File: src/rtl/button_conditioner_if.sv
// Button conditioner signal bundle: raw pad in, debounced level and event pulses out.
// The release event is named release_pulse because "release" is a reserved word.
interface button_conditioner_if;
    logic btn_in;
    logic btn_level;
    logic press;
    logic release_pulse;
    logic long_press;
    logic held_long;

    // Button/pad side drives btn_in and consumes the conditioned events.
    modport master (
        output btn_in,
        input  btn_level,
        input  press,
        input  release_pulse,
        input  long_press,
        input  held_long
    );

    // Conditioner side.
    modport slave (
        input  btn_in,
        output btn_level,
        output press,
        output release_pulse,
        output long_press,
        output held_long
    );
endinterface

File: src/rtl/button_conditioner.sv
// Push-button conditioner: 2-flop synchroniser, press/release debounce FSM, optional long press.
// Define BUTTON_COND_LONGPRESS_EN to build long_press/held_long; otherwise both are tied low.
module button_conditioner #(
    parameter int unsigned DEBOUNCE_CYCLES = 250000,
    parameter int unsigned LONG_CYCLES     = 100000000
) (
    input logic                 clk,
    input logic                 rst_n,
    button_conditioner_if.slave btn
);

    localparam int unsigned CNT_W = $clog2(DEBOUNCE_CYCLES);
    localparam logic [CNT_W-1:0] CNT_LAST = CNT_W'(DEBOUNCE_CYCLES - 1);

    if (DEBOUNCE_CYCLES < 2) begin : g_bad_debounce
        $error("button_conditioner: DEBOUNCE_CYCLES must be at least 2");
    end
    if (LONG_CYCLES < 2) begin : g_bad_long
        $error("button_conditioner: LONG_CYCLES must be at least 2");
    end

    typedef enum logic [1:0] {
        ST_IDLE         = 2'd0,
        ST_PRESS_WAIT   = 2'd1,
        ST_PRESSED      = 2'd2,
        ST_RELEASE_WAIT = 2'd3
    } state_t;

    logic             s1_q, s1_d;
    logic             s2_q, s2_d;
    state_t           state_q, state_d;
    logic [CNT_W-1:0] cnt_q, cnt_d;
    logic             level_q, level_d;
    logic             press_q, press_d;
    logic             release_q, release_d;

    // Synchroniser: only s2 is ever looked at by the FSM.
    always_comb begin
        s1_d = btn.btn_in;
        s2_d = s1_q;
    end

    always_ff @(posedge clk or negedge rst_n) begin
        if (!rst_n) begin
            s1_q      <= 1'b0;
            s2_q      <= 1'b0;
            state_q   <= ST_IDLE;
            cnt_q     <= '0;
            level_q   <= 1'b0;
            press_q   <= 1'b0;
            release_q <= 1'b0;
        end else begin
            s1_q      <= s1_d;
            s2_q      <= s2_d;
            state_q   <= state_d;
            cnt_q     <= cnt_d;
            level_q   <= level_d;
            press_q   <= press_d;
            release_q <= release_d;
        end
    end

    // Debounce FSM: a change is accepted only after DEBOUNCE_CYCLES consecutive samples.
    always_comb begin
        state_d   = state_q;
        cnt_d     = cnt_q;
        level_d   = level_q;
        press_d   = 1'b0;
        release_d = 1'b0;
        unique case (state_q)
            ST_IDLE: begin
                if (s2_q) begin
                    state_d = ST_PRESS_WAIT;
                    cnt_d   = CNT_W'(1);
                end
            end
            ST_PRESS_WAIT: begin
                if (!s2_q) begin
                    state_d = ST_IDLE;
                    cnt_d   = '0;
                end else if (cnt_q == CNT_LAST) begin
                    state_d = ST_PRESSED;
                    cnt_d   = '0;
                    level_d = 1'b1;
                    press_d = 1'b1;
                end else begin
                    cnt_d = cnt_q + CNT_W'(1);
                end
            end
            ST_PRESSED: begin
                if (!s2_q) begin
                    state_d = ST_RELEASE_WAIT;
                    cnt_d   = CNT_W'(1);
                end
            end
            ST_RELEASE_WAIT: begin
                if (s2_q) begin
                    state_d = ST_PRESSED;
                    cnt_d   = '0;
                end else if (cnt_q == CNT_LAST) begin
                    state_d   = ST_IDLE;
                    cnt_d     = '0;
                    level_d   = 1'b0;
                    release_d = 1'b1;
                end else begin
                    cnt_d = cnt_q + CNT_W'(1);
                end
            end
            default: begin
                state_d = ST_IDLE;
                cnt_d   = '0;
            end
        endcase
    end

    assign btn.btn_level     = level_q;
    assign btn.press         = press_q;
    assign btn.release_pulse = release_q;

`ifdef BUTTON_COND_LONGPRESS_EN
    localparam int unsigned LONG_W = $clog2(LONG_CYCLES);
    localparam logic [LONG_W-1:0] LONG_LAST = LONG_W'(LONG_CYCLES - 1);

    logic [LONG_W-1:0] long_cnt_q, long_cnt_d;
    logic              long_press_q, long_press_d;
    logic              held_long_q, held_long_d;

    always_ff @(posedge clk or negedge rst_n) begin
        if (!rst_n) begin
            long_cnt_q   <= '0;
            long_press_q <= 1'b0;
            held_long_q  <= 1'b0;
        end else begin
            long_cnt_q   <= long_cnt_d;
            long_press_q <= long_press_d;
            held_long_q  <= held_long_d;
        end
    end

    // Hold timer: runs only while settled in PRESSED, frozen during release bounces.
    always_comb begin
        long_cnt_d   = long_cnt_q;
        long_press_d = 1'b0;
        held_long_d  = held_long_q;
        if (press_d) begin
            long_cnt_d = '0;
        end else if (state_q == ST_PRESSED) begin
            if (!held_long_q && (long_cnt_q == LONG_LAST)) begin
                long_press_d = 1'b1;
                held_long_d  = 1'b1;
            end else if (s2_q && (long_cnt_q != LONG_LAST)) begin
                long_cnt_d = long_cnt_q + LONG_W'(1);
            end
        end
        if (release_d) begin
            held_long_d = 1'b0;
        end
    end

    assign btn.long_press = long_press_q;
    assign btn.held_long  = held_long_q;
`else
    assign btn.long_press = 1'b0;
    assign btn.held_long  = 1'b0;
`endif

endmodule

File: src/flat_wrapper.sv
// flat-port wrapper written by rule: the top's interface ports become plain ports
module button_conditioner_flat 
#(
    parameter int unsigned DEBOUNCE_CYCLES = 250000,
    parameter int unsigned LONG_CYCLES     = 100000000
)
  (clk, rst_n, btn_btn_in, btn_btn_level, btn_press, btn_release_pulse, btn_long_press, btn_held_long);
  button_conditioner_if btn_i ();
  input logic clk;
  input logic rst_n;
  input wire logic [$bits(btn_i.btn_in)-1:0] btn_btn_in;
  output wire logic [$bits(btn_i.btn_level)-1:0] btn_btn_level;
  output wire logic [$bits(btn_i.press)-1:0] btn_press;
  output wire logic [$bits(btn_i.release_pulse)-1:0] btn_release_pulse;
  output wire logic [$bits(btn_i.long_press)-1:0] btn_long_press;
  output wire logic [$bits(btn_i.held_long)-1:0] btn_held_long;
  assign btn_i.btn_in = btn_btn_in;
  assign btn_btn_level = btn_i.btn_level;
  assign btn_press = btn_i.press;
  assign btn_release_pulse = btn_i.release_pulse;
  assign btn_long_press = btn_i.long_press;
  assign btn_held_long = btn_i.held_long;
  button_conditioner #(.DEBOUNCE_CYCLES(DEBOUNCE_CYCLES), .LONG_CYCLES(LONG_CYCLES)) u_core (.clk(clk), .rst_n(rst_n), .btn(btn_i));
endmodule
File: config.mk
export PLATFORM = sky130hd
export DESIGN_NAME = button_conditioner_flat
export DESIGN_NICKNAME = d
export VERILOG_FILES = /design/src/rtl/button_conditioner_if.sv /design/src/rtl/button_conditioner.sv /design/src/flat_wrapper.sv
export SDC_FILE = /design/constraint.sdc
export NUM_CORES = 1
export LEC_CHECK = 0
export CORE_MARGIN = 10
export CORE_UTILIZATION = 60
export CTS_BUF_LIST = sky130_fd_sc_hd__clkbuf_4
export DETAILED_ROUTE_END_ITERATION = 10
export PLACE_DENSITY = 0.8
export SYNTH_ARGS = -nofsm -noshare
export SYNTH_HDL_FRONTEND = slang
export SYNTH_SLANG_ARGS = --single-unit
File: constraint.sdc
create_clock -name clk -period 2.3 [get_ports clk]
set_input_delay 0.575 -clock clk [delete_from_list [all_inputs] [get_ports clk]]
set_output_delay 0.575 -clock clk [all_outputs]
set_load 0.02 [all_outputs]
==> impl_metrics.py <==
metrics = {
    "synth": {
        "post_synth_instance_area_um2": 1330,
        "yosys.area.top_type": "sky130_fd_sc_hd__dfrtp_1",
        "post_synth_num_cell_types": 42,
        "synthCells": 137,
        "synth.ff_latch_count": 25,
        "async_reset_ff_frac": 1.00,
        "synth_top_cell_area_share": 0.470,
        "seq_area_frac_synth": 0.470,
        "yosys_warnings": 0,
        "average_instance_area_after_synthesis_um2": 9.71,
        "synth_enable_flop_cells": 0,
        "dominant_synthesized_flop_cell": "sky130_fd_sc_hd__dfrtp_1",
        "top_area_cells_in_the_synthesized_netlist": "sky130_fd_sc_hd__dfrtp_1, sky130_fd_sc_hd__nand3_1, sky130_fd_sc_hd__nand2_1",
    },
    "setup_path": {
        "worstPathMaxFanout": 12,
        "worstPathArrival_ps": 2260,
        "critPathLaunchType": "flop",
        "timing.critical_path.required_ps": 2520,
        "crit_path_end_kind": "flop",
        "setup.worst_path.class": "reg2reg",
    },
    "worst_hold_path": {
        "min_path_type": "reg2reg",
    },
    "cts": {
        "cts-buffers-inserted": 3,
        "postCtsSetupBuffers": 0,
        "clk_latency_ps": 320,
        "cts.repair.resized": 0,
        "ctsRootBufferMaster": "sky130_fd_sc_hd__clkbuf_4",
        "cts_htree_levels": 1,
        "cts_tree": "yes",
        "max-clock-path-buffers": 2,
        "cts.hold.buffers_added": 0,
        "clock-sinks": 25,
        "clk_pin_slew_ps": 130,
    },
    "layout": {
        "finalNonFillerCells": 170,
        "area.sequential_um2": 626,
        "final_core_utilization": 0.696,
        "multi_input_area_um2": 644,
        "n_antenna_cell": 0,
        "layout.filler_cells": 154,
        "drive_above_1_share": 0.147,
        "post_route_cell_area_um2": 1420,
        "area.growth.synth_to_final_pct": 6.87,
        "design.final.nets": 148,
    },
    "routing": {
        "drt-wirelength-per-cell_um": 15.8,
        "via_per_inst": 5.99,
        "drt-initial-drc-count": 35,
        "detail_route.first_pass.iterations": 4,
        "drc": 0,
        "drt-total-wl_mm": 2.69,
        "postRouteAntennaNets": 0,
        "via_count": 1018,
    },
    "sta": {
        "totalNegativeSetupSlack_ps": 0,
        "fin_worst_hold_slack_ps": 371,
        "endpoints_failing_setup": 0,
        "post-route-period-util": 0.884,
        "fin_skew_ps": 1.31,
        "drv_slew": 0,
        "period_needed_ps": 2030,
        "count_of_endpoints_failing_hold_in_the_final_timing_report": 0,
        "rsz0062_at_grt": "false",
        "fmax_mhz": 492,
    },
    "floorplan": {
        "io-pin-count": 8,
        "core_area_um2": 2040,
        "die_width_um": 67.1,
        "die_height_um": 67.1,
        "starting_density": 0.651,
        "floorplan.die_area_um2": 4500,
        "core.rowCount": 16,
    },
    "pwr": {
        "cellLeakagePower_nw": 0.630,
        "pwr_density_cell_nw_per_um2": 514,
        "ir_drop_mv": 0.344,
    },
    "global_route": {
        "via_count_of_the_first_global_routing_pass": 997,
        "globalRouteTotalUtil": 0.126,
        "grt_first_pass_wirelength_mm": 4.51,
        "grt_start_max_net_pins": 26,
        "grt_overflow_total": 0,
        "antenna_violations_before_repair": 0,
    },
    "place": {
        "dp_cells": 166,
        "gp_congestion": 0.893,
        "post-dp-hpwl_mm": 1.87,
        "port-buffer-count": 5,
        "dpl-instance-area_um2": 1390,
    },
    "run_status": {
        "outcome": "finished, final reports clean",
    },
    "flow_run": {
        "timing.max_cap.violations": 0,
    },
}
[metal layers]
| metal | share of wire | track usage |
|---|---|---|
| met1 | 0.47 | 0.160 |
| met2 | 0.47 | 0.193 |
| met3 | 0.052 | 0.0351 |
| met4 | 0.014 | 0.0590 |
| met5 | 0 | 0 |
[registers in the layout, summed over array words and instances (netlist names), named ones only]
| register | count |
|---|---|
| u_core.btn.btn_level | 1 |
| u_core.state_q | 1 |
| u_core.btn.release_pulse | 1 |
| u_core.s1_q | 1 |
| u_core.s2_q | 1 |
| u_core.btn.press | 1 |
| u_core.cnt_q | 18 |
[cell usage in the layout, fill, tap and decap left out, types with 2 or more instances in the layout]
master / count
sky130_fd_sc_hd__nor2_1: 4
sky130_fd_sc_hd__or3_1: 3
sky130_fd_sc_hd__clkbuf_4: 4
sky130_fd_sc_hd__nor3_1: 2
sky130_fd_sc_hd__and3_2: 2
sky130_fd_sc_hd__o21ai_0: 9
sky130_fd_sc_hd__a21oi_1: 7
sky130_fd_sc_hd__nor3b_1: 4
sky130_fd_sc_hd__nand2_1: 14
sky130_fd_sc_hd__and3_1: 6
sky130_fd_sc_hd__a41oi_1: 2
sky130_fd_sc_hd__buf_4: 3
sky130_fd_sc_hd__and2_1: 3
sky130_fd_sc_hd__a22o_1: 2
sky130_fd_sc_hd__inv_1: 4
sky130_fd_sc_hd__dfrtp_1: 25
sky130_fd_sc_hd__nand3_1: 16
sky130_fd_sc_hd__conb_1: 2
sky130_fd_sc_hd__or3_2: 2
sky130_fd_sc_hd__xor2_1: 2
sky130_fd_sc_hd__a21o_1: 2
sky130_fd_sc_hd__clkdlybuf4s50_1: 5
[power breakdown]
part	switching [mW]	total [mW]	leakage (nW)	internal, mW
Combinational	0.0364	0.0592	0.273	0.0228
Sequential	0.0117	0.461	0.339	0.450
Clock	0.130	0.210	0.0184	0.0797
Total	0.178	0.730	0.630	0.552
[layout make-up]
cell class,instances,area share
inverter,4,0.0106
multi-input combinational,102,0.453
clock buffer,4,0.0211
timing repair buffer,8,0.0511
tap,27,0.0238
sequential,25,0.440
[cells by family after synthesis]
logic type	Yosys count	synth area share
other	1	0.00282
xor gates and xnor gates	4	0.0320
AOI/OAI and AO/OA	29	0.141
adders and majority gates	1	0.00941
DFF	25	0.470
and+or+nand+nor	64	0.280
buffers and inverters	11	0.0480
muxes	2	0.0160
[per-stage QoR]
stage | power, mW | worst slack, ps
2_1_floorplan | 0.506 | 414
6_report | 0.730 | 267
3_5_place_dp | 0.529 | 302
3_3_place_gp | 0.526 | 375
4_1_cts | 0.735 | 281
5_1_grt | 0.759 | 173
[cells in the mapped netlist (2+ instances only)]
master,instances
sky130_fd_sc_hd__and3_1,6
sky130_fd_sc_hd__or3_2,2
sky130_fd_sc_hd__inv_1,4
sky130_fd_sc_hd__and2_1,3
sky130_fd_sc_hd__a21oi_1,7
sky130_fd_sc_hd__nor2_1,4
sky130_fd_sc_hd__nor3_1,2
sky130_fd_sc_hd__nand3_1,16
sky130_fd_sc_hd__dfrtp_1,25
sky130_fd_sc_hd__a21o_1,2
sky130_fd_sc_hd__buf_4,2
sky130_fd_sc_hd__nand2_1,14
sky130_fd_sc_hd__buf_6,2
sky130_fd_sc_hd__a22o_1,2
sky130_fd_sc_hd__o21ai_0,9
sky130_fd_sc_hd__and3_2,2
sky130_fd_sc_hd__xor2_1,2
sky130_fd_sc_hd__or3_1,3
sky130_fd_sc_hd__clkbuf_1,3
sky130_fd_sc_hd__a41oi_1,2
sky130_fd_sc_hd__nor3b_1,4
[final timing paths]
check,start,cells after the start,slack (ps),endpoint
max reg2reg,u_core.cnt_q[9]$_DFFE_PN0P_,5,270,u_core.cnt_q[11]$_DFFE_PN0P_
min,u_core.s1_q$_DFF_PN0_,0,370,u_core.s2_q$_DFF_PN0_
min reg2reg,u_core.s1_q$_DFF_PN0_,0,370,u_core.s2_q$_DFF_PN0_
max,u_core.cnt_q[9]$_DFFE_PN0P_,5,270,u_core.cnt_q[11]$_DFFE_PN0P_
min in group asynchronous,rst_n,2,600,u_core.cnt_q[11]$_DFFE_PN0P_
max in group asynchronous,rst_n,2,1470,u_core.btn.btn_level$_DFFE_PN0P_
[critical path: stages (launching register included)]
cell,delay [ps]
sky130_fd_sc_hd__dfrtp_1,490
sky130_fd_sc_hd__or4_4,560
sky130_fd_sc_hd__nor4_4,260
sky130_fd_sc_hd__a21o_2,320
sky130_fd_sc_hd__o21ai_2,90
sky130_fd_sc_hd__a22o_1,230
(Power assumes the default switching activity.)
